File: src/rtl/serial_receiver.sv
// serial_receiver: deserialiser for an MSB-first serial line (idle 0, one
// start bit of 1, DATA_WIDTH data bits, one bit per clk). The recovered word
// is held in an output register with a valid/ready handshake. A frame that
// completes while the output register is still full and not being accepted
// is dropped and reported with a one-cycle overrun pulse.
//
// Optional feature macro: SERIAL_RECEIVER_SYNC_EN
//   defined   - sin passes through a two-flop synchroniser (adds 2 clocks)
//   undefined - sin is sampled directly (same-clock negedge-launched source)
module serial_receiver #(
    parameter int DATA_WIDTH = 40,
    parameter int CNT_W      = 6
) (
    input  logic                  clk,
    input  logic                  rst_n,
    input  logic                  sin,
    output logic [DATA_WIDTH-1:0] out_data,
    output logic                  out_data_valid,
    input  logic                  out_data_ready,
    output logic                  busy,
    output logic                  overrun
);

    typedef enum logic {
        IDLE,
        RECV
    } state_t;

    localparam logic [CNT_W-1:0] LAST_CNT = CNT_W'(DATA_WIDTH - 1);

    state_t                state;
    state_t                state_nxt;
    // Only the first DATA_WIDTH-1 bits need storing: the final bit is taken
    // straight from the line on the completion edge.
    logic [DATA_WIDTH-2:0] shift;
    logic [DATA_WIDTH-2:0] shift_nxt;
    logic [CNT_W-1:0]      count;
    logic [CNT_W-1:0]      count_nxt;
    logic [DATA_WIDTH-1:0] data_q;
    logic [DATA_WIDTH-1:0] data_nxt;
    logic                  valid_q;
    logic                  valid_nxt;
    logic                  busy_q;
    logic                  busy_nxt;
    logic                  ovr_q;
    logic                  ovr_nxt;

    logic                  s;
    logic [DATA_WIDTH-1:0] word;
    logic                  frame_done;

`ifdef SERIAL_RECEIVER_SYNC_EN
    logic sync1;
    logic sync2;

    // Two-flop synchroniser for a line launched from an unrelated clock.
    always_ff @(posedge clk or negedge rst_n) begin
        if (!rst_n) begin
            sync1 <= 1'b0;
            sync2 <= 1'b0;
        end else begin
            sync1 <= sin;
            sync2 <= sync1;
        end
    end

    assign s = sync2;
`else
    assign s = sin;
`endif

    // Word completed on this edge if it is the final data bit.
    assign word = {shift, s};

    // State and datapath registers.
    always_ff @(posedge clk or negedge rst_n) begin
        if (!rst_n) begin
            state   <= IDLE;
            shift   <= '0;
            count   <= '0;
            data_q  <= '0;
            valid_q <= 1'b0;
            busy_q  <= 1'b0;
            ovr_q   <= 1'b0;
        end else begin
            state   <= state_nxt;
            shift   <= shift_nxt;
            count   <= count_nxt;
            data_q  <= data_nxt;
            valid_q <= valid_nxt;
            busy_q  <= busy_nxt;
            ovr_q   <= ovr_nxt;
        end
    end

    // Next-state, framing, delivery and handshake logic.
    always_comb begin
        state_nxt  = state;
        shift_nxt  = shift;
        count_nxt  = count;
        data_nxt   = data_q;
        valid_nxt  = valid_q;
        busy_nxt   = busy_q;
        ovr_nxt    = 1'b0;
        frame_done = 1'b0;

        case (state)
            IDLE: begin
                if (s) begin
                    state_nxt = RECV;
                    count_nxt = '0;
                    busy_nxt  = 1'b1;
                end
            end
            RECV: begin
                shift_nxt = {shift[DATA_WIDTH-3:0], s};
                if (count == LAST_CNT) begin
                    state_nxt  = IDLE;
                    count_nxt  = '0;
                    busy_nxt   = 1'b0;
                    frame_done = 1'b1;
                end else begin
                    count_nxt = count + CNT_W'(1);
                end
            end
            default: begin
                state_nxt = IDLE;
            end
        endcase

        // Acceptance clears valid unless a new word is loaded on the same edge.
        if (valid_q && out_data_ready) begin
            valid_nxt = 1'b0;
        end

        if (frame_done) begin
            if (!valid_q || out_data_ready) begin
                data_nxt  = word;
                valid_nxt = 1'b1;
            end else begin
                ovr_nxt = 1'b1;
            end
        end
    end

    assign out_data       = data_q;
    assign out_data_valid = valid_q;
    assign busy           = busy_q;
    assign overrun        = ovr_q;

endmodule

File: config.mk
export PLATFORM = sky130hd
export DESIGN_NAME = serial_receiver
export DESIGN_NICKNAME = d
export VERILOG_FILES = /design/src/rtl/serial_receiver.sv
export SDC_FILE = /design/constraint.sdc
export NUM_CORES = 1
export LEC_CHECK = 0
export BUFFER_PORTS_ARGS = -buffer_cell sky130_fd_sc_hd__buf_2
export CAP_MARGIN = 20
export CORE_MARGIN = 8
export CORE_UTILIZATION = 60
export CTS_BUF_LIST = sky130_fd_sc_hd__clkbuf_4 sky130_fd_sc_hd__clkbuf_8
export DETAILED_ROUTE_END_ITERATION = 16
export PLACE_DENSITY_LB_ADDON = 0.2
export SETUP_SLACK_MARGIN = 0.05
export SYNTH_ARGS = -nofsm -noshare
export SYNTH_HDL_FRONTEND = slang
export SYNTH_SLANG_ARGS = --single-unit
File: constraint.sdc
create_clock -name clk -period 3.77 [get_ports clk]
set_input_delay 0.754 -clock clk [delete_from_list [all_inputs] [get_ports clk]]
set_output_delay 0.754 -clock clk [all_outputs]
set_load 0.05 [all_outputs]
==> results of run 1 <==
## report_power, final
group          switching, mW  internal (mW)  total [mW]
clock                  0.301          0.267       0.568
combinational          0.595          0.437        1.03
sequential             0.245           1.30        1.55
## per-stage QoR
stage	util [%]	hold slack (ps)
2_1_floorplan	-	458
3_3_place_gp	66.8	478
3_5_place_dp	66.8	482
4_1_cts	69.9	503
5_1_grt	70.4	310
6_report	70.4	304
## worst max-delay path: stages (launching register included)
cell,delay (ps)
dfrtp_1,380
ha_1,220
and4bb_2,320
nand4_4,590
mux2_2,520
## routing by layer
| layer | GRT usage, % | part of all wire, % |
|---|---|---|
| met5 | 0 | 0 |
| met4 | 7.23 | 1.9 |
| met3 | 5.60 | 6.5 |
| met2 | 21.5 | 48 |
| met1 | 15.7 | 43 |
## placed cells by master, fill, tap and decap left out, drive strengths merged, types with 2 or more instances in the layout
cell type / count
a21o: 3
nand3: 3
nor2: 3
clkbuf: 13
nand2: 6
o21ai: 4
dfrtp: 89
mux2: 79
a22o: 3
buf: 48
clkinv: 2
## kinds of logic after synthesis
logic type / after synthesis
adder cells (fa/ha/maj): 1
buffers and inverters: 10
AO/OA/AOI/OAI: 13
multiplexers: 79
flip-flops: 89
XOR/XNOR: 1
AND/OR/NAND/NOR: 17
## final cells by class
class | instances | area [um2] | share of cell area (%)
sequential | 89 | 2230 | 57.5
multi-input combinational | 111 | 1110 | 28.7
timing repair buffer | 48 | 268 | 6.91
clock buffer | 13 | 154 | 3.97
tap | 72 | 90.1 | 2.32
clock inverter | 3 | 17.5 | 0.452
inverter | 1 | 3.75 | 0.0969
## worst paths after layout
kind                           endpoint  slack [ps]  cells after the start     start
max                        out_data[22]        1580                      4  count[0]
min                        out_data[32]         300                      1     rst_n
max reg2reg                out_data[22]        1580                      4  count[0]
min reg2reg                        busy         500                      1      busy
max in group asynchronous     shift[16]        2860                      2     rst_n
min in group clk                   busy         500                      1      busy
## cell usage after synthesis, drive strengths merged, types with 3 or more instances
| master | number | share of area (%) |
|---|---|---|
| dfrtp | 89 | 65 |
| a22o | 3 | 0.77 |
| nand3 | 3 | 0.44 |
| clkbuf | 8 | 2.0 |
| nand2 | 6 | 0.66 |
| mux2 | 79 | 26 |
| a21o | 3 | 0.69 |
| o21ai | 4 | 0.58 |
| nor2 | 3 | 0.33 |
## flip-flops by register name (all words and copies together), names as in the netlist
| register | cells |
|---|---|
| overrun | 1 |
| state | 1 |
| count | 6 |
| shift | 39 |
| out_data | 40 |
| busy | 1 |
| out_data_valid | 1 |
==> impl_metrics.yaml, run 1 <==
yosys:
  synth_cell_types: 24
  synth_xor_area_share_pct: 0.256
  synth_edf_count: 0
  synth-main-ff-cell: "dfrtp_1"
  synthMuxAreaShare_pct: 26.3
  post_synth_instance_area_um2: 3430
  async_flop_share_pct: 100
  synth_adder_area_share_pct: 0.365
  synth_compound_area_share_pct: 2.59
  synthSimpleGateAreaFrac_pct: 2.99
  yosysSeqAreaShare_pct: 65.0
  syn_avg_cell_area_um2: 16.3
  syn-num-nets: 215
  synth_seq_cells: 89
  yosys_warnings: 0
  synth_cells: 210
  synth_top_family_by_area: "multiplexers"
power_and_ir_drop:
  peakVddDrop_mv: 0.516
  fin_total_pwr_mw: 3.15
  power.density_nw_per_um2: 812
  leakage_nw: 2.00
die:
  io-pin-count: 47
  fp.dieW_um: 91.6
  num_rows: 27
  dieArea_um2: 8380
  die_h_um: 91.6
  core_um2: 5510
  start_util_pct: 62.2
min_path:
  hp-class: "in2async"
clock_network:
  cts_buffers: 9
  cts_hold_buffers: 0
  cts_resized: 0
  cts_max_level: 3
  cts_setup_buffers: 0
  path_clk_slew_ps: 80
  cts_root_buffer: "clkbuf_8"
  cts_tree: "built"
  cts_buffer_depth: 2
  cts.sinks: 89
  clock_latency_ps: 350
grt:
  grt_pass1_wl_um: 9250
  grt_overflow: 0
  first_global_vias: 1964
  grt_max_degree: 90
  grt.total_usage_pct: 13.7
  antenna_found_initial: 0
place:
  portBuffers: 46
  dp_slack_ps: 1450
  gp_congestion: 0.807
  placed_cells: 320
  dp_hpwl_um: 3410
  placed_area_um2: 3680
drt:
  drc_errors: 0
  vias_per_cell: 5.34
  drtIter0Drc: 80
  via_count: 1798
  drt-wirelength-per-cell_um: 15.3
  ant_nets: 0
  finalWirelength_um: 5170
  drt_first_pass_iters: 4
sta:
  hold_viol_final: 0
  skew_ps: 6.64
  period_needed_ps: 2190
  setup_viol: 0
  fin_ws_ps: 1580
  tns_ps: 0
  max_slew_margin_pct: 49.9
  rsz0062_at_grt: "no"
  tightest_slew_ps: 750
  period_share_pct: 58.0
  maxSlewViolCount: 0
  fmax_mhz: 457
final_layout:
  synthToLayoutAreaGrowth_pct: 13.1
  final_area_um2: 3870
  drive_gt1_share_pct: 55.5
  fin_nets: 265
  diodes: 0
  nFillCells: 391
  fin_cells: 337
critical_path:
  crit_required_ps: 4000
  worst-path-max-fanout: 40
  worstSetupStartpointType: "flip-flop"
  path_class: "reg2reg"
  setup.worst_path.end_class: "flip-flop"
  worst_ep_arrival_time_ps: 2420
run_status:
  status: "complete, no violations"
run:
  cap_violations: 0
Note: power is estimated with default switching activity, not from simulation.
==> run 2, diff against run 1 <==
- CORE_UTILIZATION: 60 -> 59
- clock period: 3.77 -> 2.1 ns (I/O delays scaled with it)
==> run 2 against run 1 <==
Compared with the run above:
- clock-buffer cell count decreased by 1
- clock power grew 120%
- flip-flop and latch count unchanged
- cell count is 0.89% higher
- cell area up 2.4%
- via count increased by 1.4%
- combinational power rose by 84%
==> impl_metrics.yaml, run 2 (synthesis results as in run 1) <==
sta:
  period_needed_ps: 1900
  hold_viol_final: 0
  tns_ps: 0
  hold-worst-slack_ps: 70.0
  rsz0062_at_grt: "no"
  maxSlewViolCount: 0
  skew_ps: 4.18
  fmax_mhz: 526
  tightest_slew_ps: 584
  max_slew_margin_pct: 61.0
  period_share_pct: 90.5
  fin_ws_ps: 200
  setup_viol: 0
final_layout:
  largest_reg_flops: 40
  final_area_um2: 3970
  fin_nets: 269
  synthToLayoutAreaGrowth_pct: 15.9
  final_core_utilization_pct: 71.2
  layout_common_cells: "dfrtp_1, mux2_2, buf_2"
  fin_cells: 340
  drive_gt1_share_pct: 56.0
  diodes: 0
  layout_commonest_cell: "dfrtp_1"
place:
  placed_cells: 325
  placed_area_um2: 3750
  dp_slack_ps: 188
  dp_hpwl_um: 3730
  gp_congestion: 0.822
  portBuffers: 46
grt:
  antenna_found_initial: 0
  grt.total_usage_pct: 13.8
  grt_overflow: 0
  first_global_vias: 1984
  grt_pass1_wl_um: 9400
  grt_max_degree: 48
clock_network:
  cts_buffers: 9
  clock_latency_ps: 350
  cts_root_buffer: "clkbuf_8"
  cts_setup_buffers: 0
  cts_tree: "built"
  cts_resized: 0
  path_clk_slew_ps: 80
  cts_buffer_depth: 2
  cts_max_level: 3
  cts.sinks: 89
  cts_hold_buffers: 0
die:
  num_rows: 27
  io-pin-count: 47
  start_util_pct: 61.5
  dieArea_um2: 8500
  fp.dieW_um: 92.2
  die_h_um: 92.2
  core_um2: 5570
run:
  cap_violations: 0
critical_path:
  worst-path-max-fanout: 15
  path_class: "reg2reg"
  cp_cell_sequence: "ha_1, and4bb_2, nand4_4, buf_12, mux2_4"
  worstSetupStartpointType: "flip-flop"
  setup.worst_path.end_class: "flip-flop"
  crit_required_ps: 2330
  worst_ep_arrival_time_ps: 2130
  slowest_stage: "dfrtp_1"
  worst_path_largest_cell_delay_ps: 390
power_and_ir_drop:
  seq_power_share_pct: 46.5
  combPwrFrac_pct: 32.1
  power.switching_mw: 2.07
  leakage_nw: 2.05
  p_int_mw: 3.86
  sw_frac_of_total_pct: 34.9
  pwr-share-clk_pct: 21.3
  fin_total_pwr_mw: 5.92
  peakVddDrop_mv: 1.06
  power.density_nw_per_um2: 1490
drt:
  drtIter0Drc: 50
  via_count: 1824
  drc_errors: 0
  drt-wirelength-per-cell_um: 16.0
  ant_nets: 0
  vias_per_cell: 5.36
  finalWirelength_um: 5460
  drt_first_pass_iters: 4
min_path:
  hp-class: "in2async"
run_status:
  status: "complete, no violations"
-- run 2: cell count changes in the layout (fill, tap and decap cells not counted) --
cell / change
buf_12: +3
clkbuf_8: +1
buf_4: +2
bufinv_16: +2
clkbuf_4: -2
buf_16: -1
clkinvlp_4: -1
clkinv_2: -1
-- run 2: critical path: cells and delay by family (launching register included) --
| family | cells | cell delay, ps |
|---|---|---|
| fa+ha+maj | 1 | 230 |
| buf+inv | 1 | 260 |
| flops | 1 | 390 |
| mux | 1 | 300 |
| simple gates | 2 | 600 |
-- run 2: path summary, 6_finish.rpt --
check	from	to	slack, ps	depth (start not counted)
max	count[0]	out_data[3]	200	5
min	rst_n	out_data[32]	70	1
max reg2reg	count[0]	out_data[3]	200	5
min reg2reg	busy	busy	500	1
max in group asynchronous	rst_n	out_data[28]	1440	2
min in group clk	sin	count[4]	330	2
-- run 2: power groups by stage --
stage | Combinational (mW) | Clock (mW) | Sequential, mW
2_1_floorplan | 0.913 | 0 | 3.31
3_3_place_gp | 1.87 | 0 | 2.77
3_5_place_dp | 1.93 | 0 | 2.79
4_1_cts | 1.93 | 1.30 | 2.76
5_1_grt | 2.04 | 1.35 | 2.85
6_report | 1.90 | 1.26 | 2.76
-- run 2: final cells by class --
type | count | area [um2]
flip-flops and latches | 89 | 2230
repair buffers | 52 | 315
multi-input cells | 111 | 1110
clock buffers | 12 | 153
fillers | 384 | 1610
well taps | 72 | 90.1
inverters | 1 | 3.75
clock inverters | 3 | 65.1
-- run 2: routing by layer --
layer  vias up  GRT usage [%]  part of all wire (%)
li1        849              -                     -
met2        37           21.5                    47
met3        10           4.73                   6.3
met5         -              0                     0
met4         0           8.05                   2.3
met1       928           16.4                    44
